## src/rtl/mem_port_arbiter.sv

```systemverilog
// rtl/mem_port_arbiter.sv - round-robin arbiter sharing one pmem line port between I-side and D-side caches
module mem_port_arbiter #(
  parameter int ADDR_WIDTH = 32,
  parameter int LINE_WIDTH = 256
) (
  input  logic                  clk,
  input  logic                  rst,
  input  logic                  i_read,
  input  logic [ADDR_WIDTH-1:0] i_address,
  output logic [LINE_WIDTH-1:0] i_rdata,
  output logic                  i_resp,
  input  logic                  d_read,
  input  logic                  d_write,
  input  logic [ADDR_WIDTH-1:0] d_address,
  input  logic [LINE_WIDTH-1:0] d_wdata,
  output logic [LINE_WIDTH-1:0] d_rdata,
  output logic                  d_resp,
  output logic                  pmem_read,
  output logic                  pmem_write,
  output logic [ADDR_WIDTH-1:0] pmem_address,
  output logic [LINE_WIDTH-1:0] pmem_wdata,
  input  logic [LINE_WIDTH-1:0] pmem_rdata,
  input  logic                  pmem_resp
);

  typedef enum logic [1:0] {IDLE, GRANT_I, GRANT_D, DONE} state_t;

  state_t                  state_q, state_d;
  logic                    last_grant_q, last_grant_d;  // 1 = D side granted last
  logic                    pmem_read_q, pmem_read_d;
  logic                    pmem_write_q, pmem_write_d;
  logic [ADDR_WIDTH-1:0]   pmem_address_q, pmem_address_d;
  logic [LINE_WIDTH-1:0]   pmem_wdata_q, pmem_wdata_d;
  logic                    i_req, d_req, grant_i, grant_d;

  always_ff @(posedge clk) begin
    if (rst) begin
      state_q        <= IDLE;
      last_grant_q   <= 1'b0;
      pmem_read_q    <= 1'b0;
      pmem_write_q   <= 1'b0;
      pmem_address_q <= '0;
      pmem_wdata_q   <= '0;
    end else begin
      state_q        <= state_d;
      last_grant_q   <= last_grant_d;
      pmem_read_q    <= pmem_read_d;
      pmem_write_q   <= pmem_write_d;
      pmem_address_q <= pmem_address_d;
      pmem_wdata_q   <= pmem_wdata_d;
    end
  end

  // D wins a tie unless it was the last side served.
  always_comb begin
    i_req   = i_read;
    d_req   = d_read | d_write;
    grant_d = (state_q == IDLE) && d_req && (!i_req || !last_grant_q);
    grant_i = (state_q == IDLE) && i_req && !grant_d;
  end

  always_comb begin
    state_d = state_q;
    case (state_q)
      IDLE: begin
        if (grant_d)      state_d = GRANT_D;
        else if (grant_i) state_d = GRANT_I;
      end
      GRANT_I, GRANT_D: if (pmem_resp) state_d = DONE;
      DONE:    state_d = IDLE;
      default: state_d = IDLE;
    endcase
  end

  always_comb begin
    last_grant_d   = last_grant_q;
    pmem_read_d    = pmem_read_q;
    pmem_write_d   = pmem_write_q;
    pmem_address_d = pmem_address_q;
    pmem_wdata_d   = pmem_wdata_q;
    if (grant_d) begin
      last_grant_d   = 1'b1;
      pmem_address_d = d_address;
      pmem_wdata_d   = d_wdata;
      pmem_write_d   = d_write;
      pmem_read_d    = !d_write;
    end else if (grant_i) begin
      last_grant_d   = 1'b0;
      pmem_address_d = i_address;
      pmem_read_d    = 1'b1;
      pmem_write_d   = 1'b0;
    end else if ((state_q == GRANT_I || state_q == GRANT_D) && pmem_resp) begin
      pmem_read_d  = 1'b0;
      pmem_write_d = 1'b0;
    end
  end

  always_comb begin
    i_resp       = (state_q == GRANT_I) && pmem_resp;
    d_resp       = (state_q == GRANT_D) && pmem_resp;
    i_rdata      = pmem_rdata;
    d_rdata      = pmem_rdata;
    pmem_read    = pmem_read_q;
    pmem_write   = pmem_write_q;
    pmem_address = pmem_address_q;
    pmem_wdata   = pmem_wdata_q;
  end

endmodule

```

## config.mk

```make
export PLATFORM = sky130hd
export DESIGN_NAME = mem_port_arbiter
export DESIGN_NICKNAME = d
export VERILOG_FILES = /design/src/rtl/mem_port_arbiter.sv
export SDC_FILE = /design/constraint.sdc
export NUM_CORES = 1
export LEC_CHECK = 0
export CAP_MARGIN = 20
export CORE_AREA = 2 2 541 543
export CTS_BUF_LIST = sky130_fd_sc_hd__clkbuf_8
export DETAILED_ROUTE_END_ITERATION = 10
export DIE_AREA = 0 0 543 545
export GPL_TIMING_DRIVEN = 0
export SLEW_MARGIN = 10
export SYNTH_ARGS = -nofsm -noshare
export SYNTH_HDL_FRONTEND = slang
export SYNTH_SLANG_ARGS = --single-unit
```

## constraint.sdc

```tcl
create_clock -name clk -period 2.35 [get_ports clk]
set_clock_uncertainty 0.1 [all_clocks]
set_input_delay 0.47 -clock clk [delete_from_list [all_inputs] [get_ports clk]]
set_output_delay 0.47 -clock clk [all_outputs]
set_load 0.01 [all_outputs]
```

# Word level (Yosys, flattened, before mapping)
# Cells that the tools add are included.
# Widths: inputs -> output; s select.
# word_totals
inputBits	582
reg_bits	293
# op_classes
n_eq_ne	5
reduce_logical	18
bitwise	1
mux	13
# op_table
op	n
$mux 32	2
$logic_and 1x1->1	7
$mux 1	7
$mux 2	3
$pmux 2 s3	1
$eq 2x2->1 const B	2
$logic_not 1->1	4
$ne 3x3->1 const B	1
$reduce_bool 3->1	1
$eq 2x1->1 const B	1
$logic_not 2->1	1
$logic_or 1x1->1	2
$ne 2x2->1 const B	1
$reduce_and 2->1	1
$reduce_bool 2->1	1
$reduce_or 2->1	1
$or 1x1->1	1

# Logic depth before layout (Yosys ltp)
# depth
word_depth	8
mapped_depth	8
depth_no_buf	5

# Worst setup path after synthesis
# No wires, ideal clock.
# synth_path
path_kind	in2reg
start	input port d_write
end	register state_q[1]
n_path_buf	3
path_slack_ns	0.542
cell_stages	6
required_time_ns	2.131
arrival_time_ns	1.590
cell_sequence	buf_2 or2_0 buf_2 buf_6 o32a_1 o221a_1
# synth_between
elab_chain_cells	7
elab_cells_between_ends	9
classes_between	eq/ne (1); mux (2); bitwise (1); reduce/logical (5)
# synth_rtl
element	line_no	rtl
start: declaration	13	input logic d_write,
$or 1x1->1 *	57	d_req = d_read | d_write;
$logic_and 1x1->1 * (2 in series)	58	grant_d = (state_q == IDLE) && d_req && (!i_req || !last_grant_q);
$logic_not 1->1	59	grant_i = (state_q == IDLE) && i_req && !grant_d;
$logic_and 1x1->1	59	
$ne 3x3->1 (no line)	--	
$reduce_and 2->1 (no line)	--	
end signal: assignment	45	state_q <= state_d;
end: declaration	28	state_t state_q, state_d;
# Mark *: on every way between the ends. The rest lies on a longest branch, timed or not.
# A chain may end at the register's enable or synchronous reset.

# Worst setup path in the final report
# layout_path
start	register state_q[1]
end	register pmem_address_q[18], in the netlist pmem_address[18]
# layout_between
elab_chain_cells	6
elab_cells_between_ends	8
classes_between	mux (1); reduce/logical (7)
# layout_rtl
element	line_no	rtl
$logic_not 2->1 *	58, 59	
$logic_and 1x1->1 (2 in series)	58	
$logic_not 1->1	59	
$logic_and 1x1->1	59	
$reduce_bool 2->1 (no line)	--	
end signal: assignment	49	pmem_address_q <= pmem_address_d;
end: declaration	32	logic [ADDR_WIDTH-1:0] pmem_address_q, pmem_address_d;
# Marks and branches as above.

==> out/qor.yml <==
sta:
  worst_slew_pin_slew_ps: 1101
  rsz0062_at_grt: "yes"
  setup-violations-final: 0
  relSlewSlack_pct: 26.63
  fin_crit_sh_pct: 99.31
  finalHoldViolCount: 0
  tns_ps: 0
  slew_viol_final: 0
  layout_min_cycle_time_ps: 2334
  fmax_mhz: 428.5
routing:
  wl_um: 222600
  first_pass_iters: 5
  drt_iter0_markers: 1747
  wl_per_cell_um: 30.88
  ant_nets: 0
  num_vias: 20360
  drc: 0
  viasPerCell: 2.825
synth:
  syn_nets: 2488
  ys_seq_area_share_pct: 38.58
  synthTopCellsByArea: "dfxtp_1 39%, buf_4 25%, o21ai_0 9.7%"
  ys_types: 32
  synth_area_leader_cell: "dfxtp_1"
  avgSynthCellArea_um2: 7.994
  synthCells: 1902
  yosys_warnings: 0
  ys_ff_latch: 293
  synthesis.area_um2: 15200
  synth_top_cell_area_share_pct: 38.58
placement:
  gp_congestion: 1.015
  hpwl_um: 201500
  placedInstanceArea_um2: 31600
  io_buffers: 1127
  placedCellCount: 6942
worst_setup_path:
  r2r_setup_slack_ps: 20
  start_kind: "register"
  rr_startpoint: "state_q[1]"
  worstSetupStartpoint: "state_q[1]"
  critPathMaxFanout: 12
  cp.required_ps: 2980
  rr_worst_depth: 6
  end_kind: "register"
  cpPeakStageDelay_ps: 750
  cp.arrival_ps: 2960
  critPathKind: "reg2reg"
  crit_chain: "inv_2, ha_2, o31a_1, clkbuf_1, nor2_1, a211oi_1"
  crit_end: "pmem_address[18]"
  timing.rr.end: "pmem_address[18]"
  crit_slowest_cell: "clkbuf_1"
pwr:
  power_frac_seq_pct: 24.8
  p_sw_w: 0.01357
  pwr-share-clk_pct: 23.6
  comb_power_share_pct: 51.6
  switching_share_pct: 46.20
  power.density_nw_per_um2: 862.8
  intPower_w: 0.01580
  ir_worst_vdd_mv: 0.4382
  p_leak_nw: 12.94
cts:
  clockBufferDepth: 3
  cts.sinks: 293
  cts.clk_slew.worst_paths_ps: 70
  h-tree-depth: 2
  clk_latency_ps: 810
  tritoncts: "built"
  cts-root-buf: "clkbuf_8"
  cts_inserted_buffers: 60
final_layout:
  fin_nets: 3746
  multi_input_area_um2: 5005
  regArea_um2: 5871
  drive_above_1_share_pct: 25.21
  final_common_cell: "clkdlybuf4s50_1"
  fin_cells: 7208
  final_cell_mix: "836 x clkdlybuf4s50_1, 523 x buf_4, 290 x o21ai_0"
  area_delta_synth_final_pct: 123.9
  fill_cells: 33640
  finalInstanceArea_um2: 34040
job:
  maxCapViolations: 0
grt:
  grt_util_all_layers_pct: 14.35
  antenna_found_initial: 125
  grt_first_pass_wirelength_um: 259600
  grt-ovfl-total: 0
  grt_pass1_vias: 19020
  grt_max_degree: 18
floorplan:
  coreArea_um2: 290100
  die_h_um: 545
  die_x_um: 543
  fp-row-count: 198
  initial_core_util_pct: 5.241
  dieArea_um2: 295900
  ios: 1386
hold_path:
  min_path_type: "in2reg"
run_status:
  outcome: "finished, final reports clean"
==> cells in the mapped netlist <==
master,number
o21ai_0,295
a32oi_1,1
buf_1,12
ha_1,4
a221oi_2,1
a22oi_1,1
o31a_1,1
buf_2,30
or2_0,1
and2_1,2
inv_1,6
nand3_1,257
a211oi_1,24
a21o_1,2
o32ai_1,1
o31ai_4,1
o21bai_1,1
a21boi_1,1
o32a_1,1
buf_4,514
nand2_1,1
o21ai_1,1
nor2_2,1
nor2_1,26
a21bo_1,1
a21oi_1,266
dfxtp_1,293
o221a_1,1
a31oi_1,32
clkbuf_1,122
buf_6,1
nand2b_1,1
==> metal layers <==
metal,vias up,global-route usage (%),wire length (um)
li1,8726,-,-
met1,9608,14.42,75170
met2,1639,22.09,97200
met3,332,10.53,39240
met4,54,6.643,10640
met5,-,0.4058,379
==> worst min path at each step <==
stage                         start              end  cells after the start
floorplan                 pmem_read        pmem_read                      2
global placement     pmem_wdata[83]   pmem_wdata[83]                      2
detailed placement  pmem_wdata[181]  pmem_wdata[181]                      2
CTS                    d_wdata[252]  pmem_wdata[252]                      3
global route            d_wdata[59]   pmem_wdata[59]                      3
finish                  d_wdata[59]   pmem_wdata[59]                      3
==> state kept, by name (all words and copies together), names as in the netlist <==
register / count
pmem_wdata: 256
pmem_read: 1
pmem_address: 32
state_q: 2
pmem_write: 1
last_grant_q: 1
==> final cells by class <==
class                   count  share of cell area, %
diodes                     99                 0.7278
plain buffers             679                  13.84
clock buffers              74                  2.992
clock inverters            37                  1.338
inverters                   6                0.06616
multi-input cells         924                  14.70
flip-flops and latches    293                  17.25
well taps                3900                  14.34
repair buffers           1196                  34.75
==> power groups by stage <==
stage               clock (W)  sequential [W]  combinational (W)
detailed placement          0         0.00740             0.0155
CTS                   0.00714         0.00729             0.0153
global route          0.00729         0.00744             0.0163
finish                0.00692         0.00728             0.0152
global placement            0         0.00736             0.0154
floorplan                   0         0.00779            0.00459
==> cell families (layout without fill, tap and decap cells) <==
family,count (synthesis),after routing,share of synthesized area [%]
other cells,0,99,0
simple gates,289,289,9.332
compound gates,631,631,21.86
buf+inv,685,1992,29.90
flops,293,293,38.58
fa+ha+maj,4,4,0.3292
==> metrics by stage <==
stage | hold slack, ps | util (%) | setup slack, ps | total power (W)
2_1_floorplan | 392.2 | - | 541.6 | 0.01237
3_3_place_gp | 362.5 | 10.81 | -2965 | 0.02278
3_5_place_dp | 365.9 | 10.89 | -2321 | 0.02288
4_1_cts | 0.7049 | 11.62 | -105.0 | 0.02976
5_1_grt | 44.16 | 11.71 | -61.10 | 0.03101
6_report | 115.8 | 11.73 | 16.25 | 0.02937
==> worst max-delay path: cells and delay by family (launching register included) <==
family                     cells  cell delay, ps
DFF                            1             340
buffers and inverters          2             840
AOI/OAI and AO/OA              2             610
and+or+nand+nor                1              90
adders and majority gates      1             260
==> repair_timing <==
item	in CTS	in global routing
hold endpoints to repair	53	0
resized for setup	538	61
buffers inserted	4	1
pin swaps	1	0
setup endpoints to repair	582	112
hold buffers	52	0
No activity file was read; power rests on OpenSTA's default activity.
